### config.mk
export PLATFORM = sky130hd
export DESIGN_NAME = fix_serializer
export DESIGN_NICKNAME = d
export VERILOG_FILES = /design/src/rtl/fix_serializer.sv
export SDC_FILE = /design/constraint.sdc
export NUM_CORES = 1
export LEC_CHECK = 0
export CELL_PAD_IN_SITES_DETAIL_PLACEMENT = 0
export CELL_PAD_IN_SITES_GLOBAL_PLACEMENT = 1
export CORE_ASPECT_RATIO = 0.5
export CORE_MARGIN = 2
export CORE_UTILIZATION = 40
export CTS_CLUSTER_DIAMETER = 80
export DETAILED_ROUTE_END_ITERATION = 7
export PLACE_DENSITY_LB_ADDON = 0.25
export SLEW_MARGIN = 20
export SYNTH_ARGS = -nofsm -noshare
export SYNTH_HDL_FRONTEND = slang
export SYNTH_SLANG_ARGS = --single-unit
### constraint.sdc
create_clock -name clk -period 22 [get_ports clk]
set_clock_uncertainty 0.1 [all_clocks]
set_input_delay 4.4 -clock clk [delete_from_list [all_inputs] [get_ports clk]]
set_output_delay 4.4 -clock clk [all_outputs]
set_load 0.01 [all_outputs]
### src/rtl/fix_serializer.sv
// fix_serializer: turns a sequence of tag/value fields into a framed FIX byte
// stream: 0x00 marker, "tag=value<SOH>" per field, then "10=ddd<SOH>".
// The checksum covers every body byte from the first tag byte through the last
// body SOH, and is computed on the fly.
// Optional build macro FIX_SER_CKSUM_INJ_EN adds err_inject, which flips bit 0
// of the transmitted checksum so that a receiver's bad-checksum path can be
// exercised.
module fix_serializer #(
   parameter int DATA_WIDTH  = 8,
   parameter int TAG_WIDTH   = 24,
   parameter int VALUE_WIDTH = 21*8,
   parameter int LEN_WIDTH   = 5
) (
   input  logic                   clk,
   input  logic                   rst,
   input  logic                   fld_valid,
   output logic                   fld_ready,
   input  logic [TAG_WIDTH-1:0]   fld_tag,
   input  logic [VALUE_WIDTH-1:0] fld_value,
   input  logic [LEN_WIDTH-1:0]   fld_len,
   input  logic                   fld_last,
`ifdef FIX_SER_CKSUM_INJ_EN
   input  logic                   err_inject,
`endif
   output logic [DATA_WIDTH-1:0]  tx_data,
   output logic                   tx_valid,
   input  logic                   tx_ready,
   output logic                   busy,
   output logic                   msg_done,
   output logic [7:0]             cksum
);

   localparam logic [3:0] S_IDLE = 4'd0;
   localparam logic [3:0] S_PRE  = 4'd1;
   localparam logic [3:0] S_TAG  = 4'd2;
   localparam logic [3:0] S_EQ   = 4'd3;
   localparam logic [3:0] S_VAL  = 4'd4;
   localparam logic [3:0] S_SOH  = 4'd5;
   localparam logic [3:0] S_WAIT = 4'd6;
   localparam logic [3:0] S_CKT  = 4'd7;
   localparam logic [3:0] S_CKD  = 4'd8;
   localparam logic [3:0] S_CKS  = 4'd9;

   localparam logic [LEN_WIDTH-1:0] MAX_LEN = LEN_WIDTH'(21);
   localparam logic [LEN_WIDTH-1:0] ONE     = LEN_WIDTH'(1);
   localparam logic [LEN_WIDTH-1:0] TWO     = LEN_WIDTH'(2);

   logic [3:0]             state;
   logic [TAG_WIDTH-1:0]   tag_r;
   logic [VALUE_WIDTH-1:0] val_r;
   logic [LEN_WIDTH-1:0]   len_r;
   logic                   last_r;
   logic                   inj_r;
   logic [LEN_WIDTH-1:0]   cnt;      // index of the byte currently presented within its group
   logic [7:0]             acc;
   logic [7:0]             cs_frz;
   logic [3:0]             dig_h, dig_t, dig_o;
   logic [7:0]             cs_fin;
   logic [LEN_WIDTH-1:0]   len_c;
   logic                   hs;

   // Index of the first tag byte to send: leading zero bytes are skipped, byte 0 always goes.
   function automatic logic [LEN_WIDTH-1:0] first_idx(input logic [TAG_WIDTH-1:0] t);
      if (t[23:16] != 8'h00)     return TWO;
      else if (t[15:8] != 8'h00) return ONE;
      else                       return '0;
   endfunction

   function automatic logic [7:0] tag_byte(input logic [TAG_WIDTH-1:0] t, input logic [LEN_WIDTH-1:0] i);
      return 8'(t >> (8 * i));
   endfunction

   function automatic logic [7:0] val_byte(input logic [VALUE_WIDTH-1:0] v, input logic [LEN_WIDTH-1:0] i);
      return 8'(v >> (8 * i));
   endfunction

   assign fld_ready = (state == S_IDLE) || (state == S_WAIT);
   assign busy      = (state != S_IDLE);
   assign hs        = tx_valid && tx_ready;
   assign len_c     = (fld_len > MAX_LEN) ? MAX_LEN : fld_len;

   // Final checksum as it stands on the last body SOH handshake (that SOH included).
   always_comb begin
      cs_fin = acc + tx_data[7:0];
`ifdef FIX_SER_CKSUM_INJ_EN
      cs_fin = cs_fin ^ {7'b0, inj_r};
`endif
   end

   // Byte sequencer: the state names the byte currently presented; each handshake loads the next one.
   always_ff @(posedge clk or posedge rst) begin
      if (rst) begin
         state    <= S_IDLE;
         tx_data  <= '0;
         tx_valid <= 1'b0;
         msg_done <= 1'b0;
         cksum    <= '0;
         acc      <= '0;
         cs_frz   <= '0;
         dig_h    <= '0;
         dig_t    <= '0;
         dig_o    <= '0;
         tag_r    <= '0;
         val_r    <= '0;
         len_r    <= '0;
         last_r   <= 1'b0;
         inj_r    <= 1'b0;
         cnt      <= '0;
      end else begin
         msg_done <= 1'b0;
         if (fld_ready) begin
            if (fld_valid) begin
               tag_r    <= fld_tag;
               val_r    <= fld_value;
               len_r    <= len_c;
               last_r   <= fld_last;
`ifdef FIX_SER_CKSUM_INJ_EN
               if (fld_last) inj_r <= err_inject;
`endif
               tx_valid <= 1'b1;
               if (state == S_IDLE) begin
                  state   <= S_PRE;
                  tx_data <= '0;
               end else begin
                  state   <= S_TAG;
                  cnt     <= first_idx(fld_tag);
                  tx_data <= DATA_WIDTH'(tag_byte(fld_tag, first_idx(fld_tag)));
               end
            end
         end else if (hs) begin
            if (state == S_TAG || state == S_EQ || state == S_VAL || state == S_SOH)
               acc <= acc + tx_data[7:0];
            case (state)
               S_PRE: begin
                  state   <= S_TAG;
                  cnt     <= first_idx(tag_r);
                  tx_data <= DATA_WIDTH'(tag_byte(tag_r, first_idx(tag_r)));
               end
               S_TAG: begin
                  if (cnt == '0) begin
                     state   <= S_EQ;
                     tx_data <= DATA_WIDTH'(8'h3D);
                  end else begin
                     cnt     <= cnt - ONE;
                     tx_data <= DATA_WIDTH'(tag_byte(tag_r, cnt - ONE));
                  end
               end
               S_EQ: begin
                  if (len_r == '0) begin
                     state   <= S_SOH;
                     tx_data <= DATA_WIDTH'(8'h01);
                  end else begin
                     state   <= S_VAL;
                     cnt     <= len_r - ONE;
                     tx_data <= DATA_WIDTH'(val_byte(val_r, len_r - ONE));
                  end
               end
               S_VAL: begin
                  if (cnt == '0) begin
                     state   <= S_SOH;
                     tx_data <= DATA_WIDTH'(8'h01);
                  end else begin
                     cnt     <= cnt - ONE;
                     tx_data <= DATA_WIDTH'(val_byte(val_r, cnt - ONE));
                  end
               end
               S_SOH: begin
                  if (last_r) begin
                     // Freeze the checksum and split it into decimal digits once, here.
                     state   <= S_CKT;
                     cnt     <= TWO;
                     tx_data <= DATA_WIDTH'(8'h31);
                     cs_frz  <= cs_fin;
                     dig_h   <= 4'(cs_fin / 8'd100);
                     dig_t   <= 4'((cs_fin / 8'd10) % 8'd10);
                     dig_o   <= 4'(cs_fin % 8'd10);
                  end else begin
                     state    <= S_WAIT;
                     tx_valid <= 1'b0;
                  end
               end
               S_CKT: begin
                  if (cnt == TWO) begin
                     cnt     <= ONE;
                     tx_data <= DATA_WIDTH'(8'h30);
                  end else if (cnt == ONE) begin
                     cnt     <= '0;
                     tx_data <= DATA_WIDTH'(8'h3D);
                  end else begin
                     state   <= S_CKD;
                     cnt     <= TWO;
                     tx_data <= DATA_WIDTH'({4'h3, dig_h});
                  end
               end
               S_CKD: begin
                  if (cnt == TWO) begin
                     cnt     <= ONE;
                     tx_data <= DATA_WIDTH'({4'h3, dig_t});
                  end else if (cnt == ONE) begin
                     cnt     <= '0;
                     tx_data <= DATA_WIDTH'({4'h3, dig_o});
                  end else begin
                     state   <= S_CKS;
                     tx_data <= DATA_WIDTH'(8'h01);
                  end
               end
               S_CKS: begin
                  state    <= S_IDLE;
                  tx_valid <= 1'b0;
                  msg_done <= 1'b1;
                  cksum    <= cs_frz;
                  acc      <= '0;
               end
               default: begin
                  state    <= S_IDLE;
                  tx_valid <= 1'b0;
               end
            endcase
         end
      end
   end

endmodule
== Word level (Yosys, flattened, before mapping) ==
Cells that the tools add are included.

* Add/sub/neg operators: 3
* Div/mod/pow operators: 4
* Order comparisons: 1
* Equal/unequal tests: 25
* Shift-type cells: 5
* Multiplexer cells: 57
* Bitwise logic cells: 1
* Reductions and logical operators: 27

{| class="wikitable"
|+ Operators with widths
! kind !! number
|-
| 168-bit by 8-bit >> shifter with 8-bit output || 2
|-
| 5-bit two-way mux || 16
|-
| 8-bit two-way mux || 10
|-
| 24-bit by 8-bit >> shifter with 8-bit output || 3
|-
| 8-bit one-hot mux with 7 select lines || 1
|-
| 4-bit two-way mux || 11
|-
| 8-bit nonzero test || 5
|-
| 5-bit one-hot mux with 6 select lines || 1
|-
| 4-bit one-hot mux with 7 select lines || 1
|-
| 3-bit != test (second input constant) || 8
|-
| 4-bit by 3-bit equality test with 1-bit output (second input constant) || 4
|-
| 8-bit by 4-bit remainder unit with 8-bit output (second input constant) || 2
|-
| 8-bit AND reduction || 2
|-
| 6-bit two-way mux || 2
|-
| 4-bit AND reduction || 3
|-
| 1-bit two-way mux || 11
|-
| 5-bit zero test || 2
|-
| 5-bit by 1-bit subtractor with 5-bit output (second input constant) || 2
|-
| 8-bit adder || 1
|-
| 8-bit by 4-bit divider with 8-bit output (second input constant) || 1
|-
| 8-bit by 7-bit divider with 8-bit output (second input constant) || 1
|-
| 4-bit by 2-bit equality test with 1-bit output (second input constant) || 2
|-
| 4-bit equality test (second input constant) || 2
|-
| 7-bit nonzero test || 1
|-
| other kinds (20) || 29
|}

* Bits in registers: 253
* Bits of input ports: 202
* Output and inout port bits: 20
* Logic and storage cells: 138

== Longest topological paths before layout ==
* Depth in word-level cells: 10
* Depth in mapped cells: 17
* Gate-level depth less buffers: 16

== Least setup slack after synthesis ==
OpenSTA, ideal clock, no wires.

* Path kind: input to register
* Start point: input port fld_valid
* End point: register cnt[2]
* Library setup time: 0.119 ns
* Arrival time: 5.870 ns
* Required time: 21.781 ns
* Slack: 15.911 ns
* Stages on the path: 8
* Buffers on the path: 2
* Cell sequence: nor2b_1 > buf_2 > a31oi_1 > or2_2 > clkbuf_1 > nor3_2 > o221ai_1 > o21a_1

* Longest elaborated chain between the ends: 2

{| class="wikitable"
|+ Ends and longest elaborated chain
! element !! line !! text
|-
| from (decl) || 16 || <nowiki>input logic fld_valid,</nowiki>
|-
| 2-bit != test (no source line) || n/a ||
|-
| 8-bit AND reduction (no source line) || n/a ||
|-
| to (signal assigned) || 126 || <nowiki>cnt <= first_idx(fld_tag);</nowiki>
|-
| to (signal assigned) || 136 || <nowiki>cnt <= first_idx(tag_r);</nowiki>
|-
| to (signal assigned) || 144 || <nowiki>cnt <= cnt - ONE;</nowiki>
|-
| to (decl) || 54 || <nowiki>logic [LEN_WIDTH-1:0] cnt;</nowiki>
|}

Every way passes these cells.
A chain may end at the register's enable or synchronous reset.

== Worst setup path in the final report ==
* Start point: register state[3]
* End point: output port fld_ready

* Longest elaborated chain between the ends: 2
* Elaborated cells on any way between the ends: 3
* Those cells by class: eq/ne: 1; reduce/logical: 2

{| class="wikitable"
|+ Ends and longest elaborated chain
! element !! line !! text
|-
| from (decl) || 48 || <nowiki>logic [3:0] state;</nowiki>
|-
| from (signal assigned) || 93 || <nowiki>state <= S_IDLE;</nowiki>
|-
| from (signal assigned) || 122 || <nowiki>state <= S_PRE;</nowiki>
|-
| from (signal assigned) || 125 || <nowiki>state <= S_TAG;</nowiki>
|-
| 4-bit by 3-bit equality test with 1-bit output or 4-bit zero test (tied branches) || 77 || <nowiki>assign fld_ready = (state == S_IDLE) || (state == S_WAIT);</nowiki>
|-
| 1-bit logical OR * || 77 ||
|-
| to (decl) || 17 || <nowiki>output logic fld_ready,</nowiki>
|}

Mark *: on every way between the ends. The rest lies on a longest branch, timed or not.

==> insert_results.sql <==
INSERT INTO impl_metrics (metric_group, metric, value, unit) VALUES
('run_status', 'run_status', 'finished clean', ''),
('critical_path', 'worst_path_largest_cell_delay', '0.67', 'ns'),
('detailed_routing', 'routed-wl-met2', '21800', 'um'),
('global_route', 'grt.total_usage', '23.7', '%'),
('logic_synthesis', 'seq_total_area_yosys', '41.5', '%'),
('min_path', 'holdCritStartpoint', 'cs_frz[4]', ''),
('logic_synthesis', 'synth_simple_gate_area_share', '25.6', '%'),
('placement', 'place_inst', '2346', ''),
('timing', 'min_period', '7.77', 'ns'),
('logic_synthesis', 'synth_compound_gate_area_share', '12.9', '%'),
('finish', 'layout-drive-gt1-share', '11.1', '%'),
('pwr', 'fin_total_pwr', '3370', 'uW'),
('critical_path', 'critical_path.endpoint_type', 'output port', ''),
('critical_path', 'rrSetupSlack', '17.41', 'ns'),
('finish', 'layoutNonFillerInstCount', '2391', ''),
('logic_synthesis', 'synth.top_cells.by_count', '727 x nand2_1, 250 x dfrtp_1, 82 x mux4_2, 74 x a21oi_1, 71 x clkbuf_1', ''),
('global_route', 'grt_pass1_vias', '12600', ''),
('timing', 'period_share', '35.3', '%'),
('critical_path', 'reg2reg_from', 'tx_data[0]', ''),
('timing', 'max_freq', '129', 'MHz'),
('timing', 'tightestPinTransition', '1.11', 'ns'),
('clock_network', 'clkLatencyLatePin', '0.56', 'ns'),
('global_route', 'grt_max_degree', '137', ''),
('floorplan', 'fp.dieH', '141', 'um'),
('run', 'cap_violations', '0', ''),
('critical_path', 'worst-path-buf-inv', '3', ''),
('floorplan', 'die_area', '0.0393', 'mm2'),
('critical_path', 'crit_path_start_kind', 'register', ''),
('logic_synthesis', 'syn_area_per_cell', '8.76', 'um2'),
('critical_path', 'critPathArrivalTime', '3.27', 'ns'),
('logic_synthesis', 'synth.top_cell.area_share', '41.5', '%'),
('detailed_routing', 'route.detailed.vias_per_inst', '5.44', ''),
('placement', 'gp_congestion', '0.917', ''),
('logic_synthesis', 'synth_flop_type', 'dfrtp_1', ''),
('detailed_routing', 'met3RoutedLength', '2350', 'um'),
('detailed_routing', 'antenna_violating_nets_post_route', '0', ''),
('finish', 'syn2layout_area_growth', '22.5', '%'),
('detailed_routing', 'top_layer', 'met4', ''),
('global_route', 'antenna_found_initial', '0', ''),
('placement', 'post-dp-hpwl', '33100', 'um'),
('finish', 'final.fill_count', '3627', ''),
('floorplan', 'io_pins', '222', ''),
('detailed_routing', 'drt_iter0_markers', '1019', ''),
('floorplan', 'row_count', '50', ''),
('logic_synthesis', 'yosys.cell_count.top_type', 'nand2_1', ''),
('clock_network', 'cts_post_setup_buffers_inserted', '0', ''),
('clock_network', 'tritoncts.num_buffers', '25', ''),
('logic_synthesis', 'synth_top_family_by_area', 'simple AND/OR/NAND/NOR gates', ''),
('min_path', 'timing.hold.worst.class', 'reg2reg', ''),
('logic_synthesis', 'edff_count_synth', '0', ''),
('logic_synthesis', 'netlist_top_cells_area', 'dfrtp_1 42%, nand2_1 18%, mux4_2 12%', ''),
('logic_synthesis', 'synthArstFlopShare', '100', '%'),
('critical_path', 'crit_start', 'state[3]', ''),
('detailed_routing', 'firstDrtPassIters', '5', ''),
('logic_synthesis', 'ys_seq_elements', '250', ''),
('clock_network', 'clockRootBuffer', 'clkbuf_16', ''),
('finish', 'layout.nets', '2098', ''),
('clock_network', 'cts.hold.buffers_added', '0', ''),
('global_route', 'grt_pass1_wl', '72700', 'um'),
('pwr', 'power.density', '183', 'mW/mm2'),
('logic_synthesis', 'synth.cell_area', '0.0151', 'mm2'),
('critical_path', 'critical_path_required', '17.50', 'ns'),
('placement', 'numPortBuffers', '221', ''),
('logic_synthesis', 'synthMuxAreaShare', '13.7', '%'),
('detailed_routing', 'drt_wl_total', '46500', 'um'),
('timing', 'rsz0062_at_grt', 'no', ''),
('detailed_routing', 'drt-wirelength-per-cell', '19.5', 'um'),
('finish', 'final-seq-area', '0.00626', 'mm2'),
('floorplan', 'core_area', '0.0372', 'mm2'),
('critical_path', 'cp_cell_sequence', 'nand2b_1 > nor2_1 > a21oi_1 > buf_4 > inv_1 > clkdlybuf4s50_1', ''),
('logic_synthesis', 'post_synth_inst_count', '1719', '');
[metrics by stage]
stage	util, %	worst slack, ns	hold WS [ns]
floorplan	-	10.63	0.333
detailed placement	47.3	14.58	0.353
CTS	49.5	14.26	0.370
finish	49.5	14.23	0.368
global route	49.5	14.07	0.394
global placement	47.3	14.61	0.351
[cell type report]
| class | count | area share [%] |
|---|---|---|
| multi-input cells | 1345 | 45.1 |
| flip-flops and latches | 250 | 33.9 |
| repair buffers | 241 | 12.8 |
| clock buffers | 32 | 3.75 |
| well taps | 494 | 3.35 |
| clock inverters | 13 | 0.631 |
| inverters | 16 | 0.366 |
[registers in the layout (all words and copies together), names as in the netlist]
name,count
dig_o,3
state,4
cs_frz,8
dig_t,4
acc,8
tag_r,24
cksum,8
val_r,168
dig_h,2
tx_data,8
len_r,5
tx_valid,1
last_r,1
cnt,5
msg_done,1
[final timing paths]
check,to,cells past startpoint
worst max-delay path,fld_ready,6
worst min register to register,cksum[4],2
worst max register to register,dig_t[2],13
worst min-delay path,cksum[4],2
min in group asynchronous,cksum[0],2
max in group asynchronous,val_r[104],4
[cells in the final DEF, fill, tap and decap left out, types with 5 or more instances in the layout]
| cell type | n |
|---|---|
| o31ai_1 | 12 |
| inv_1 | 13 |
| nand4_1 | 5 |
| a22o_1 | 7 |
| mux2_2 | 6 |
| clkdlybuf4s50_1 | 221 |
| o21bai_1 | 7 |
| nand2_1 | 726 |
| nor4_1 | 7 |
| a211oi_1 | 7 |
| or3_1 | 6 |
| a21oi_1 | 74 |
| o21a_1 | 9 |
| mux4_2 | 82 |
| xnor2_1 | 11 |
| nor3_1 | 12 |
| and3_1 | 8 |
| dfrtp_1 | 248 |
| a32oi_1 | 9 |
| a311oi_1 | 6 |
| nand2b_1 | 11 |
| clkbuf_16 | 25 |
| clkinv_2 | 7 |
| buf_4 | 20 |
| mux2i_1 | 15 |
| ha_1 | 14 |
| a31oi_1 | 13 |
| nand3_1 | 40 |
| o21ai_0 | 59 |
| nor2_1 | 65 |
| nor3_2 | 5 |
| o21ai_1 | 8 |
| o2111ai_1 | 7 |
| o221ai_1 | 9 |
[layer usage]
layer  global-route usage (%)  vias up
met5                        0        -
met4                     5.21        0
met3                     3.89       63
met2                     38.4      304
met1                     33.6     6389
li1                         -     6250
[report_power, final]
group | switching [uW] | total [uW] | internal (uW) | leakage [uW]
combinational | 1240 | 2060 | 827 | 0.00471
clock | 194 | 430 | 236 | 0.000397
sequential | 197 | 872 | 675 | 0.00313
[worst register-to-register path, delay by kind of cell (launching register included)]
family                     cells  cell delay (ns)
DFF                            1             0.42
AOI/OAI and AO/OA              5             1.30
adders and majority gates      4             1.30
and+or+nand+nor                4             1.34
[kinds of logic (layout without fill, tap and decap cells)]
logic type,count (synthesis),in the layout
muxes,103,103
and+or+nand+nor,929,929
AOI/OAI and AO/OA,277,277
buffers and inverters,124,302
xor gates and xnor gates,19,19
adders and majority gates,17,17
DFF,250,250
Note: power is estimated with default switching activity, not from simulation.
